### src/rtl/serial_arith_pkg.sv
// Shared types and constants for the bit-serial arithmetic cells.
package serial_arith_pkg;

  typedef enum logic [1:0] {
    IDLE = 2'd0,
    BUSY = 2'd1,
    DONE = 2'd2
  } state_t;

  localparam int DEFAULT_WIDTH = 8;

endpackage

### src/rtl/full_subtractor.sv
// Combinational full subtractor: d = x - y - bin, bo = borrow out.
module full_subtractor (
  input  logic x,
  input  logic y,
  input  logic bin,
  output logic d,
  output logic bo
);

  logic d1;
  logic b1;
  logic b2;

  // Stage 1 subtracts y from x, stage 2 subtracts the incoming borrow.
  assign d1 = x ^ y;
  assign b1 = ~x & y;
  assign d  = d1 ^ bin;
  assign b2 = ~d1 & bin;
  assign bo = b1 | b2;

endmodule

### src/rtl/serial_subtractor.sv
// Bit-serial unsigned subtractor: diff = a - b, LSB first, one bit per clock.
module serial_subtractor
  import serial_arith_pkg::*;
#(
  parameter int WIDTH = DEFAULT_WIDTH
) (
  input  logic             clk,
  input  logic             rst,
  input  logic             start,
  input  logic [WIDTH-1:0] a,
  input  logic [WIDTH-1:0] b,
  output logic             busy,
  output logic             done,
  output logic [WIDTH-1:0] diff,
  output logic             b_out
);

  localparam int CW = $clog2(WIDTH);
  localparam logic [CW-1:0] LAST = CW'(WIDTH - 1);

  // Handshake: start is accepted on any edge where busy = 0 (IDLE or DONE);
  // a and b are captured on that edge. done pulses for exactly one cycle and
  // diff/b_out are valid from then until the next accepted start.

  state_t           state;
  logic [WIDTH-1:0] sh_a;
  logic [WIDTH-1:0] sh_b;
  logic [WIDTH-1:0] diff_q;
  logic [CW-1:0]    cnt;
  logic             borrow_ff;
  logic             d_bit;
  logic             bo_bit;

  full_subtractor u_fs (
    .x   (sh_a[0]),
    .y   (sh_b[0]),
    .bin (borrow_ff),
    .d   (d_bit),
    .bo  (bo_bit)
  );

  always_ff @(posedge clk) begin
    if (rst) begin
      state     <= IDLE;
      sh_a      <= '0;
      sh_b      <= '0;
      diff_q    <= '0;
      cnt       <= '0;
      borrow_ff <= 1'b0;
      busy      <= 1'b0;
      done      <= 1'b0;
      b_out     <= 1'b0;
    end else begin
      case (state)
        IDLE, DONE: begin
          done <= 1'b0;
          if (start) begin
            sh_a      <= a;
            sh_b      <= b;
            borrow_ff <= 1'b0;
            cnt       <= '0;
            busy      <= 1'b1;
            state     <= BUSY;
          end else begin
            state <= IDLE;
          end
        end
        BUSY: begin
          sh_a      <= sh_a >> 1;
          sh_b      <= sh_b >> 1;
          // Result bits enter at the MSB so bit i settles at diff[i].
          diff_q    <= {d_bit, diff_q[WIDTH-1:1]};
          borrow_ff <= bo_bit;
          cnt       <= cnt + CW'(1);
          if (cnt == LAST) begin
            b_out <= bo_bit;
            done  <= 1'b1;
            busy  <= 1'b0;
            state <= DONE;
          end
        end
        default: begin
          state <= IDLE;
          busy  <= 1'b0;
          done  <= 1'b0;
        end
      endcase
    end
  end

  assign diff = diff_q;

endmodule

### config.mk
export PLATFORM = sky130hd
export DESIGN_NAME = serial_subtractor
export DESIGN_NICKNAME = d
export VERILOG_FILES = /design/src/rtl/serial_arith_pkg.sv /design/src/rtl/full_subtractor.sv /design/src/rtl/serial_subtractor.sv
export SDC_FILE = /design/constraint.sdc
export NUM_CORES = 1
export LEC_CHECK = 0
export BUFFER_PORTS_ARGS = -buffer_cell sky130_fd_sc_hd__buf_4
export CAP_MARGIN = 10
export CELL_PAD_IN_SITES_DETAIL_PLACEMENT = 1
export CELL_PAD_IN_SITES_GLOBAL_PLACEMENT = 2
export CORE_MARGIN = 2
export CORE_UTILIZATION = 32
export DETAILED_ROUTE_END_ITERATION = 8
export MAX_ROUTING_LAYER = met4
export PLACE_DENSITY = 0.83
export SLEW_MARGIN = 0
export SYNTH_ARGS = -nofsm -noshare
export SYNTH_HDL_FRONTEND = slang
export SYNTH_HIERARCHICAL = 1
export SYNTH_SLANG_ARGS = --single-unit
### constraint.sdc
create_clock -name clk -period 3.2 [get_ports clk]
set_input_delay 0.64 -clock clk [delete_from_list [all_inputs] [get_ports clk]]
set_output_delay 0.64 -clock clk [all_outputs]
set_load 0.01 [all_outputs]
==> results.cfg, run 1 <==
[global_route]
track_usage = 0.145
grt_start_max_net_pins = 38
grt_pass1_vias = 1261
grt_pass1_wl_um = 5490
antenna_found_initial = 0
grt-ovfl-total = 0

[routing]
dr.pass1.iters = 4
antenna_left = 0
avgViaCountPerCell = 5.02
drcViolationCount = 0
wirelength_um = 3050
drt_iter0_markers = 37
via_count = 1216
wl_per_cell_um = 12.6

[hold_path]
hp-class = flop to flop
min-delay-start = diff[0]

[synthesis]
ys_seq_area_frac = 0.484
synth_area_per_cell_um2 = 8.13
synth_top_area_share = 0.484
syn_inst = 168
ys_warn_count = 6
synth_seq_cells = 33
netlist.top_cell.by_area = dfxtp_1
netlist_area_um2 = 1370
synth.distinct_cells = 22
synth_nets = 190
netlist_top_cells_area = dfxtp_1 (48%), nand2_1 (14%), a311oi_1 (8.3%)

[timing]
rsz0062_at_grt = no
setup_viol = 0
max_freq_mhz = 628
skew_ns = 0.00340
tns_ns = 0
worstMarginPinSlew_ns = 0.709
hold_viol = 0
min_period_over_period = 0.497
slew_headroom = 0.525
finalCriticalPeriod_ns = 1.59
slew_viol_final = 0

[setup_path]
crit_slowest_cell = or2b_1
r2r_start = state[1]
crit_required_ns = 3.38
slowest_delay_ns = 0.57
crit_chain = buf_4, or2b_1, nand2_1, a311oi_1
critPathLaunch = start
worstSetupStartpointType = input port
crit_fanout = 20
arrival_ns = 1.78
end_kind = flop
path_class = input port to flop

[placed_design]
postPlaceCellArea_um2 = 1570
place.gp.congestion = 0.667
portBuffers = 29
dpl.hpwl_um = 2070

[clock_network]
cts_buffer_depth = 2
path_clk_slew_ns = 0.07
cts_inserted_buffers = 5
cts.sinks = 33
insertion_delay_ns = 0.28
htreeDepth = 2
postCtsSetupBuffers = 0
cts_tree = done
hold_buffers = 0
root_buffer = clkbuf_8
cts_resized = 0

[final_layout]
antenna_cells = 0
design_area_um2 = 1670
drive_above_1_share = 0.208
final_nets = 213
area_growth_pct = 22.2

[floorplan]
die_y_um = 69.3
ioPinCount = 30
core_um2 = 4060
initial_utilization = 0.337
rows = 23
die-area_um2 = 4810
die_w_um = 69.3

[pwr]
power_uw = 899
p_seq_frac = 0.500
power_density_nw_per_um2 = 538
p_leak_uw = 0.000674
p_int_uw = 674
p_sw_uw = 225
combPwrFrac = 0.118
swShare = 0.251
peakVddDrop_uv = 216
clkPwrFrac = 0.381

[job]
maxCapViolCount = 0

[outcome]
outcome = completed
through the flow:
| stage | std cells | hold slack [ns] | util | setup slack, ns |
|---|---|---|---|---|
| after floorplan | 168 | 0.448 | - | 1.85 |
| after global placement | 234 | 0.446 | 0.386 | 1.36 |
| after detailed placement | 234 | 0.459 | 0.386 | 1.31 |
| after CTS | 242 | 0.468 | 0.411 | 1.56 |
| after global routing | 242 | 0.488 | 0.411 | 1.48 |
| final | 242 | 0.462 | 0.411 | 1.61 |
flip-flops by register name, indices dropped and copies added (netlist names):
name	cells
cnt	3
sh_b	8
sh_a	8
busy	1
done	1
state	2
borrow_ff	1
b_out	1
diff	8
Yosys cell counts:
master	count
nor2b_2	1
buf_6	1
o21bai_1	1
a21oi_1	17
o21ai_0	1
a311oi_2	1
and2b_1	1
ha_1	2
fa_1	1
or2b_1	1
dfxtp_1	33
nand2_1	50
nand2b_1	2
buf_4	2
buf_2	6
inv_1	4
buf_8	1
clkbuf_1	4
nor3_1	2
a311oi_1	13
nor2_1	17
nand3_1	7
cell type report:
class / count / area (um2)
tap: 50 / 62.6
clock inverter: 1 / 5.00
clock buffer: 7 / 96.3
sequential: 33 / 661
timing repair buffer: 30 / 225
multi-input combinational: 117 / 604
inverter: 4 / 15.0
fill: 517 / 2390
path summary, 6_finish.rpt:
path,to,slack (ns),cells past startpoint
max,sh_b[5],1.61,4
min,diff[0],0.46,2
max reg2reg,sh_b[5],1.67,4
min reg2reg,diff[0],0.46,2
logic make-up after synthesis:
family / Yosys count / share of synthesized area
AOI/OAI and AO/OA: 33 / 0.166
buffers and inverters: 18 / 0.0742
adders and majority gates: 3 / 0.0330
DFF: 33 / 0.484
and+or+nand+nor: 81 / 0.244
worst max-delay path: cells and delay by family:
kind,cells,cell delay [ns]
simple gates,2,0.71
compound gates,1,0.30
buf+inv,1,0.12
power by group through the flow:
stage / clock network (uW) / registers [uW] / logic [uW]
2_1_floorplan: 0 / 457 / 79.1
3_3_place_gp: 0 / 458 / 103
3_5_place_dp: 0 / 459 / 108
4_1_cts: 351 / 450 / 109
5_1_grt: 375 / 453 / 122
6_report: 343 / 449 / 106
layout by cell type, fill, tap and decap left out, drive strengths merged, types with 2 or more instances in the layout:
cell type  instances
a21oi             17
a311oi            14
buf               30
clkbuf             7
dfxtp             33
ha                 2
inv                4
nand2             50
nand2b             2
nand3              7
nor2              17
nor3               2
metal layers:
metal / routed length, um / up-vias / track usage
met2: 1440 / 24 / 0.237
met1: 1430 / 580 / 0.156
li1: - / 607 / -
met3: 135 / 5 / 0.0538
met4: 48 / 0 / 0.0675
met5: 0 / - / -
Power figures use the tool's default switching activity.
==> run 2, diff against run 1 <==
CORE_UTILIZATION = 30   (was 32)
PLACE_DENSITY = 0.79   (was 0.83)
clock period = 1.6 ns   (was 3.2 ns; I/O delays follow)
==> results.cfg, run 2 (same netlist as run 1, synthesis figures left out) <==
[outcome]
outcome = completed

[setup_path]
crit_fanout = 20
arrival_ns = 1.39
critPathLaunch = state[0]
crit_required_ns = 1.78
r2r_start = state[0]
end_kind = flop
worstSetupStartpointType = flop
path_class = flop to flop

[timing]
finalCriticalPeriod_ns = 1.21
worstMarginPinSlew_ns = 0.496
skew_ns = 0.00534
min_period_over_period = 0.758
slew_viol_final = 0
hold_viol = 0
tns_ns = 0
max_freq_mhz = 825
slew_headroom = 0.669
rsz0062_at_grt = no
setup_viol = 0

[floorplan]
rows = 24
initial_utilization = 0.312
die_y_um = 71.5
core_um2 = 4380
die_w_um = 71.5
ioPinCount = 30
die-area_um2 = 5110

[routing]
via_count = 1244
avgViaCountPerCell = 5.04
dr.pass1.iters = 4
wl_per_cell_um = 12.5
drt_iter0_markers = 42
wirelength_um = 3090
antenna_left = 0
drcViolationCount = 0

[final_layout]
area_growth_pct = 23.4
final_nets = 216
drive_above_1_share = 0.205
mostFrequentLayoutCell = nand2_1
final_cell_mix = nand2_1 (50), dfxtp_1 (33), buf_4 (32)
antenna_cells = 0

[global_route]
antenna_found_initial = 0
grt_pass1_wl_um = 5200
grt-ovfl-total = 0
grt_start_max_net_pins = 38
track_usage = 0.135
grt_pass1_vias = 1175

[clock_network]
htreeDepth = 2
insertion_delay_ns = 0.28
cts_buffer_depth = 2
root_buffer = clkbuf_8
postCtsSetupBuffers = 0
path_clk_slew_ns = 0.07
cts_tree = done
cts_resized = 0
cts_inserted_buffers = 5
cts.sinks = 33
hold_buffers = 0

[job]
maxCapViolCount = 0

[placed_design]
place.gp.congestion = 0.694
portBuffers = 29
dpl.hpwl_um = 2110

[pwr]
peakVddDrop_uv = 374
power_uw = 1720
p_leak_uw = 0.000679
power_density_nw_per_um2 = 1020

[hold_path]
hp-class = input port to flop
min-delay-start = b[7]
run 2: cell count changes in the layout (fill, tap and decap cells not counted), sizes merged:
cell / change
buf: +3
clkbuf: +1
clkinv: -1
run 2: cell type report:
cell class	count	area, um2
fill	532	2700
sequential	33	661
multi-input combinational	117	604
timing repair buffer	33	260
clock buffer	8	80.1
tap	52	65.1
inverter	4	15.0
run 2: per-stage QoR:
stage	area, um2	worst slack, ns	utilization	std cells	hold WS (ns)
after global placement	1610	0.364	0.366	239	0.446
after CTS	1690	0.368	0.384	247	0.281
after global routing	1690	0.242	0.384	247	0.283
after floorplan	1370	0.518	-	168	0.448
final	1690	0.388	0.384	247	0.286
after detailed placement	1610	0.316	0.366	239	0.464
run 2: metal layers:
layer / global-route usage / wire length (um) / vias to the layer above
met5: - / 0 / -
met4: 0.0566 / 47 / 0
met3: 0.0422 / 137 / 6
met2: 0.229 / 1490 / 24
met1: 0.144 / 1410 / 603
li1: - / - / 611
run 2: where the power goes:
| part | switching, uW | leakage, uW | internal [uW] |
|---|---|---|---|
| registers | 29.7 | 0.000270 | 871 |
| logic | 128 | 0.000370 | 101 |
| clock network | 282 | 0.0000395 | 309 |
| total | 439 | 0.000679 | 1280 |
run 2: worst paths after layout:
path	to	slack (ns)	cells after the start
setup reg to reg	sh_a[4]	0.39	4
hold / removal	sh_b[7]	0.29	3
setup / recovery	sh_a[4]	0.39	4
hold reg to reg	diff[2]	0.47	2
run 2: critical path, stage by stage (launching register included):
cell and delay, ns:
dfxtp_1 0.40, or2b_1 0.12, buf_4 0.23, nand2_1 0.08, a311oi_1 0.27
==> run 3, diff against run 2 <==
CORE_UTILIZATION = 27   (was 30)
PLACE_DENSITY = 0.75   (was 0.79)
clock period = 1 ns   (was 1.6 ns; I/O delays follow)
==> results.cfg, run 3 (same netlist as run 1, synthesis figures left out) <==
[setup_path]
timing.rr.end = diff[7]
cp.depth = 4
rrSetupSlack_ns = -0.14
worstSetupStartpointType = flop
crit_slowest_cell = fa_2
end_kind = flop
crit_buf_inv = 1
slowest_delay_ns = 0.54
crit_fanout = 2
crit_required_ns = 1.22
crit_chain = inv_2, fa_2, nand2_1, a21oi_2
critical-path-top-delay-family = adder cells
path_class = flop to flop
arrival_ns = 1.36
ff2ff_path_depth = 4
r2r_start = sh_b[0]

[routing]
drt_iter0_markers = 34
wl_per_cell_um = 13.8
antenna_left = 0
via_count = 1303
drcViolationCount = 0
wirelength_um = 3860
avgViaCountPerCell = 4.67
dr.pass1.iters = 4

[placed_design]
dpl.hpwl_um = 2530
pre_cts_ws_ns = -0.238
place.gp.congestion = 0.703
portBuffers = 29

[global_route]
grt-ovfl-total = 0
grt_pass1_wl_um = 6200
grt_start_max_net_pins = 34
track_usage = 0.153
grt_pass1_vias = 1337
antenna_found_initial = 0

[hold_path]
hold_depth = 3
hp-class = input port to flop
min-delay-start = a[7]
hold_end = sh_a[7]

[timing]
skew_ns = 0.00849
finalCriticalPeriod_ns = 1.14
tns_ns = -2.71
max_freq_mhz = 877
rsz0062_at_grt = yes
hold_viol = 0
slew_headroom = 0.721
setup_viol = 33
min_period_over_period = 1.14
worstMarginPinSlew_ns = 0.419
setup_ws_ns = -0.140
slew_viol_final = 0

[clock_network]
root_buffer = clkbuf_8
insertion_delay_ns = 0.29
path_clk_slew_ns = 0.07
cts.sinks = 33
cts_tree = done
cts_inserted_buffers = 5
cts_buffer_depth = 2
htreeDepth = 2
hold_buffers = 0

[pwr]
power_uw = 2950
p_leak_uw = 0.000824
peakVddDrop_uv = 718
power_density_nw_per_um2 = 1430

[floorplan]
die_y_um = 75.1
die_w_um = 75.1
initial_utilization = 0.285
die-area_um2 = 5650
core_um2 = 4790
rows = 25
ioPinCount = 30

[job]
maxCapViolCount = 0

[outcome]
violations = negative setup slack
outcome = complete, but fails checks

[final_layout]
final_nets = 233
final_cell_mix = buf_4 (39), nand2_1 (37), dfxtp_1 (19)
antenna_cells = 0
drive_above_1_share = 0.514
area_growth_pct = 51.2
mostFrequentLayoutCell = buf_4
## run 3: cell types whose count changed in the layout (fill, tap and decap cells not counted), sizes merged
| cell | before | now |
|---|---|---|
| clkbuf | 8 | 6 |
| buf | 33 | 50 |
| clkinv | 0 | 2 |
## run 3: power breakdown
group	switching (uW)	internal (uW)	total [uW]
registers	57.2	1400	1450
clock network	482	482	963
logic	263	266	529
## run 3: worst max path at each step
| stage | startpoint | endpoint | slack [ns] |
|---|---|---|---|
| 2_1_floorplan | sh_b[0] | diff[7] | -0.08 |
| 3_3_place_gp | state[1] | sh_a[5] | -0.15 |
| 3_5_place_dp | state[1] | sh_a[5] | -0.24 |
| 4_1_cts | sh_b[0] | diff[7] | -0.12 |
| 5_1_grt | state[0] | sh_b[0] | -0.19 |
| 6_report | sh_b[0] | diff[7] | -0.14 |
## run 3: area by class of cell
cell class,instances,area (um2)
flip-flops and latches,33,681
clock buffers,6,72.6
well taps,67,83.8
repair buffers,50,447
inverters,4,15.0
clock inverters,2,10.0
fillers,571,2720
multi-input cells,117,757
## run 3: per-layer routing
metal | GRT usage | wire [um]
met1 | 0.160 | 1610
met5 | - | 0
met2 | 0.268 | 2040
met4 | 0.0526 | 55
met3 | 0.0522 | 164
## run 3: per-stage QoR
stage | utilization | cells | area, um2 | hold slack, ns
finish | 0.432 | 279 | 2070 | 0.165
global placement | 0.367 | 267 | 1760 | 0.446
CTS | 0.418 | 277 | 2000 | 0.161
floorplan | - | 168 | 1400 | 0.336
global route | 0.432 | 279 | 2070 | 0.169
detailed placement | 0.367 | 267 | 1760 | 0.469
## run 3: repair_timing
item,CTS,global route
endpoints found under the setup margin,35,40
resized for setup,45,17
pin swaps,10,10
setup buffers,1,2
gates cloned,1,0
endpoints found under the hold margin,0,0
## run 3: worst register-to-register path: cells and delay by family, from the launching register on
family                     cells  cell delay, ns
AOI/OAI and AO/OA              1            0.11
adders and majority gates      1            0.54
buffers and inverters          1            0.04
DFF                            1            0.33
and+or+nand+nor                1            0.06
